`config.mk`:
```
export PLATFORM = sky130hd
export DESIGN_NAME = ks_audio_out
export DESIGN_NICKNAME = d
export VERILOG_FILES = /design/src/rtl/ks_audio_out.sv
export SDC_FILE = /design/constraint.sdc
export NUM_CORES = 1
export LEC_CHECK = 0
export CAP_MARGIN = 20
export CORE_MARGIN = 3
export CORE_UTILIZATION = 30
export DETAILED_ROUTE_END_ITERATION = 10
export GPL_ROUTABILITY_DRIVEN = 0
export PLACE_DENSITY_LB_ADDON = 0.1
export SLEW_MARGIN = 20
export SYNTH_ARGS = -nofsm -noshare
export SYNTH_HDL_FRONTEND = slang
export SYNTH_SLANG_ARGS = --single-unit
```
`constraint.sdc`:
```
create_clock -name clk_i -period 5.12 [get_ports clk_i]
set_input_delay 0.512 -clock clk_i [delete_from_list [all_inputs] [get_ports clk_i]]
set_output_delay 0.512 -clock clk_i [all_outputs]
set_load 0.005 [all_outputs]
```
`src/rtl/ks_audio_out.sv`:
```
// ks_audio_out: output stage for the Karplus-Strong voice. Applies a saturating
// gain to each captured sample, converts it to offset binary, double-buffers it
// against the output period and drives a 1-bit PWM or sigma-delta stream.
module ks_audio_out #(
  parameter int DATA_WIDTH = 8,
  parameter int GAIN_WIDTH = 4
) (
  input  logic                  clk_i,
  input  logic                  rst_n,
  input  logic [DATA_WIDTH-1:0] sample_i,
  input  logic                  sample_valid_i,
  input  logic [GAIN_WIDTH-1:0] gain_i,
  input  logic                  mode_sd_i,
  input  logic                  clear_flags_i,
  output logic                  pwm_o,
  output logic                  period_start_o,
  output logic                  overrun_o,
  output logic                  underrun_o
);

  localparam int PROD_W = DATA_WIDTH + GAIN_WIDTH + 1;
  localparam logic [DATA_WIDTH-1:0] MIDSCALE = {1'b1, {(DATA_WIDTH-1){1'b0}}};
  localparam logic [DATA_WIDTH-1:0] CNT_LAST = '1;
  localparam logic signed [PROD_W-1:0] SAT_MAX = PROD_W'((2 ** (DATA_WIDTH-1)) - 1);
  localparam logic signed [PROD_W-1:0] SAT_MIN = PROD_W'(-(2 ** (DATA_WIDTH-1)));

  // Clamp the wide scaled product into the signed sample range.
  function automatic logic signed [DATA_WIDTH-1:0] sat_clamp(
    input logic signed [PROD_W-1:0] v
  );
    logic signed [DATA_WIDTH-1:0] r;
    if (v > SAT_MAX) begin
      r = SAT_MAX[DATA_WIDTH-1:0];
    end else if (v < SAT_MIN) begin
      r = SAT_MIN[DATA_WIDTH-1:0];
    end else begin
      r = v[DATA_WIDTH-1:0];
    end
    return r;
  endfunction

  logic [DATA_WIDTH-1:0] cnt_q, cnt_d;
  logic [DATA_WIDTH-1:0] pending_q, pending_d;
  logic                  pending_full_q, pending_full_d;
  logic [DATA_WIDTH-1:0] active_q, active_d;
  logic [DATA_WIDTH-1:0] acc_q, acc_d;
  logic                  mode_q, mode_d;
  logic                  pwm_q, pwm_d;
  logic                  period_start_q, period_start_d;
  logic                  overrun_q, overrun_d;
  logic                  underrun_q, underrun_d;

  logic signed [DATA_WIDTH-1:0] sample_s;
  logic signed [PROD_W-1:0]     samp_ext;
  logic signed [PROD_W-1:0]     gain_ext;
  logic signed [PROD_W-1:0]     prod;
  logic signed [PROD_W-1:0]     scaled;
  logic signed [DATA_WIDTH-1:0] clamped;
  logic [DATA_WIDTH-1:0]        duty;
  logic                         wrap;
  logic                         sd_carry;
  logic [DATA_WIDTH-1:0]        sd_sum;

  // Gain path: widen so the product never wraps, floor-scale by unity, clamp, offset-binary.
  always_comb begin
    sample_s = sample_i;
    samp_ext = PROD_W'(sample_s);
    gain_ext = $signed({{(PROD_W-GAIN_WIDTH){1'b0}}, gain_i});
    prod     = samp_ext * gain_ext;
    scaled   = prod >>> (GAIN_WIDTH - 1);
    clamped  = sat_clamp(scaled);
    duty     = {~clamped[DATA_WIDTH-1], clamped[DATA_WIDTH-2:0]};
  end

  // Next-state: period counter, double buffer, sticky flags and 1-bit modulator.
  always_comb begin
    wrap           = (cnt_q == CNT_LAST);
    cnt_d          = cnt_q + DATA_WIDTH'(1);
    active_d       = active_q;
    mode_d         = mode_q;
    pending_d      = pending_q;
    pending_full_d = pending_full_q;
    period_start_d = wrap;

    // At the wrap the buffered value (fresh or held) becomes the active duty.
    if (wrap) begin
      active_d       = pending_q;
      mode_d         = mode_sd_i;
      pending_full_d = 1'b0;
    end
    if (sample_valid_i) begin
      pending_d      = duty;
      pending_full_d = 1'b1;
    end

    overrun_d  = (sample_valid_i && pending_full_q && !wrap) || (overrun_q && !clear_flags_i);
    underrun_d = (wrap && !pending_full_q) || (underrun_q && !clear_flags_i);

    {sd_carry, sd_sum} = {1'b0, acc_q} + {1'b0, active_q};
    if (mode_q) begin
      acc_d = sd_sum;
      pwm_d = sd_carry;
    end else begin
      acc_d = acc_q;
      pwm_d = (cnt_q < active_q);
    end
  end

  // State registers with synchronous active-low reset to midscale silence.
  always_ff @(posedge clk_i) begin
    if (!rst_n) begin
      cnt_q          <= '0;
      pending_q      <= MIDSCALE;
      pending_full_q <= 1'b0;
      active_q       <= MIDSCALE;
      acc_q          <= '0;
      mode_q         <= 1'b0;
      pwm_q          <= 1'b0;
      period_start_q <= 1'b0;
      overrun_q      <= 1'b0;
      underrun_q     <= 1'b0;
    end else begin
      cnt_q          <= cnt_d;
      pending_q      <= pending_d;
      pending_full_q <= pending_full_d;
      active_q       <= active_d;
      acc_q          <= acc_d;
      mode_q         <= mode_d;
      pwm_q          <= pwm_d;
      period_start_q <= period_start_d;
      overrun_q      <= overrun_d;
      underrun_q     <= underrun_d;
    end
  end

  assign pwm_o          = pwm_q;
  assign period_start_o = period_start_q;
  assign overrun_o      = overrun_q;
  assign underrun_o     = underrun_q;

endmodule

```
==> impl_metrics.ini <==
[clocking]
cts_resized = 0
cts_tree = done
clkSlewWorstSetupHoldPaths_ns = 0.07
holdBufCountCts = 0
clockBufferDepth = 2
cts-root-buf = clkbuf_8
worstSkewPairLatency_ns = 0.29
cts_setup_buffers = 0
ctsHtreeMaxLevel = 2
cts_buffers = 5
cts.sinks = 38

[worst_setup_path]
path_class = in2reg
cp.required_ns = 5.32
arrival_ns = 4.51
path_max_fanout = 8
cp-start-kind = primary input
rr_endpoint = pwm_o$_SDFF_PN0_
worstRegToRegCells = 10
cp-endpoint = pending_q[5]$_SDFFE_PN0P_
critPathCaptureType = flip-flop
worstReg2RegStart = active_q[0]$_SDFFE_PN0P_
critPathLaunch = gain_i[2]
regToRegSetupSlack_ns = 2.77

[detailed_routing]
wl_per_cell_um = 11.7
drc = 0
postRouteAntennaNets = 0
routed_via_density = 4.60
vias = 2446
drtIter0Drc = 92
finalWirelength_um = 6230
drtPass1Iterations = 4

[power_and_ir_drop]
p_leak_nw = 1.59
cell_internal_pwr_w = 0.000627
power_frac_comb_pct = 39.3
clkPwrFrac_pct = 26.8
pwr_density_cell_mw_per_mm2 = 259
switchingPower_w = 0.000335
p_sw_share_pct = 34.8
max-vdd-ir-drop_mv = 0.101
p_seq_share_pct = 33.8
totalPowerFinal_w = 0.000962

[sta]
max_freq_mhz = 232
tightest_slew_ns = 0.586
finalHoldViolations = 0
setup_viol = 0
hold-worst-slack_ns = 0.467
fin_skew_ns = 0.0104
slew_viol_final = 0
period_needed_ns = 4.31
rsz0062_at_grt = no
slew_headroom_pct = 60.8
final.setup.tns_ns = 0
finalCritPeriodShare_pct = 84.2

[min_path]
min-delay-path-class = reg2reg
worstHoldStart = cnt_q[0]$_SDFF_PN0_

[logic_synthesis]
yosys_warnings = 0
synth.largest_area_cell = dfxtp_1
syn_nets = 449
synth_top_area_share_pct = 23.3
yosysMostFrequentCell = inv_1
synth_edf_count = 0
ys_seq_elements = 38
synth.avg_cell_area_um2 = 8.68
seq_area_frac_synth_pct = 23.3
synth_common_cells = inv_1, dfxtp_1, ha_1, nand2_1, and2_1
syn_inst = 376
ys_top_cells_by_area = dfxtp_1, ha_1, fa_1
synth.distinct_cells = 55
synthFlopType = dfxtp_1
netlist_area_mm2 = 0.00326
synthArstFlopShare_pct = 0

[layout]
antenna-diode-count = 0
nNetsFinal = 468
area_growth_pct = 14.0
drive_gt1_share_pct = 6.82

[place]
dp_hpwl_um = 5160
io_buffers = 20

[die]
fp-row-count = 37
ios = 21
die_w_um = 110
dieHeight_um = 110
design.core.area_mm2 = 0.0105
initial_core_util_pct = 31.2
die_area_mm2 = 0.0122

[global_route]
grt_overflow_total = 0
antenna_found_initial = 0
grt_pass1_wl_um = 11400
grt_use_total_pct = 11.6
grt_max_degree = 37
grt_pass1_vias = 2525

[flow_run]
drv_cap = 0

[outcome]
outcome = completed
## sequential cells by signal, indices dropped and copies added, names as in the netlist, 8 cells and up
signal and flops:
acc_q 8, active_q 8, cnt_q 8, pending_q 8
## kinds of logic (layout without fill, tap and decap cells)
group,after synthesis,count (layout),share of synthesized area (%)
fa+ha+maj,56,56,25.6
flops,38,38,23.3
mux,4,4,1.34
buf+inv,66,86,7.60
simple gates,116,116,18.5
xor+xnor,16,16,5.10
compound gates,80,80,18.6
## cell type report
class	count	area (µm²)
clock buffer	5	68.8
clock inverter	3	45.0
fill	1099	6740
inverter	57	214
multi-input combinational	272	2250
sequential	38	761
tap	136	170
timing repair buffer	21	208
## cell usage in the layout, fill, tap and decap left out, types with 3 or more instances in the layout
| cell | n |
|---|---|
| inv_1 | 57 |
| ha_1 | 38 |
| dfxtp_1 | 38 |
| nand2_1 | 34 |
| and2_1 | 25 |
| clkdlybuf4s50_1 | 20 |
| a21oi_1 | 18 |
| fa_1 | 18 |
| nor2_1 | 17 |
| nor2b_1 | 13 |
| a21boi_0 | 12 |
| o21ai_0 | 10 |
| xnor2_1 | 10 |
| nand3_1 | 8 |
| a21o_1 | 5 |
| a311oi_1 | 5 |
| clkbuf_8 | 5 |
| o21a_1 | 4 |
| xor2_1 | 4 |
| nor3_1 | 3 |
| mux2i_1 | 3 |
| o211ai_1 | 3 |
## critical path, stage by stage
cell             delay [ns]
clkdlybuf4s50_1        0.50
and2_1                 0.19
ha_1                   0.31
fa_1                   0.54
inv_1                  0.05
fa_1                   0.52
inv_1                  0.04
ha_1                   0.29
inv_1                  0.09
o21ai_2                0.23
a21oi_4                0.12
o31ai_4                0.34
xnor2_4                0.19
o2111ai_2              0.26
a311oi_1               0.30
## stage by stage
step	cell area, µm²	setup slack, ns	utilization [%]	instances
2_1_floorplan	3260	1.31	-	376
3_3_place_gp	3610	0.478	34.5	524
3_5_place_dp	3610	0.458	34.5	524
4_1_cts	3720	0.754	35.6	532
5_1_grt	3720	0.492	35.6	532
6_report	3720	0.810	35.6	532
## power groups by stage
stage,Clock [W],Sequential [W],Combinational [W]
after floorplan,0,0.000330,0.000305
after global placement,0,0.000332,0.000384
after detailed placement,0,0.000333,0.000385
after CTS,0.000267,0.000326,0.000387
after global routing,0.000283,0.000329,0.000435
final,0.000258,0.000325,0.000378
## worst min path at each step
stage | cells after the start | slack (ns) | to
after detailed placement | 1 | 0.46 | cnt_q[0]$_SDFF_PN0_
after CTS | 1 | 0.47 | cnt_q[0]$_SDFF_PN0_
after floorplan | 1 | 0.43 | cnt_q[0]$_SDFF_PN0_
after global routing | 2 | 0.49 | active_q[2]$_SDFFE_PN0P_
final | 1 | 0.47 | cnt_q[0]$_SDFF_PN0_
after global placement | 2 | 0.45 | active_q[0]$_SDFFE_PN0P_
## routing by layer
layer	share of wire (%)	global-route usage (%)	vias to the layer above
met5	0	0	-
met4	2.1	3.52	0
met3	2.0	1.75	11
met2	49	21.1	27
met1	46	13.9	1118
li1	-	-	1290
Note: power is estimated with default switching activity, not from simulation.
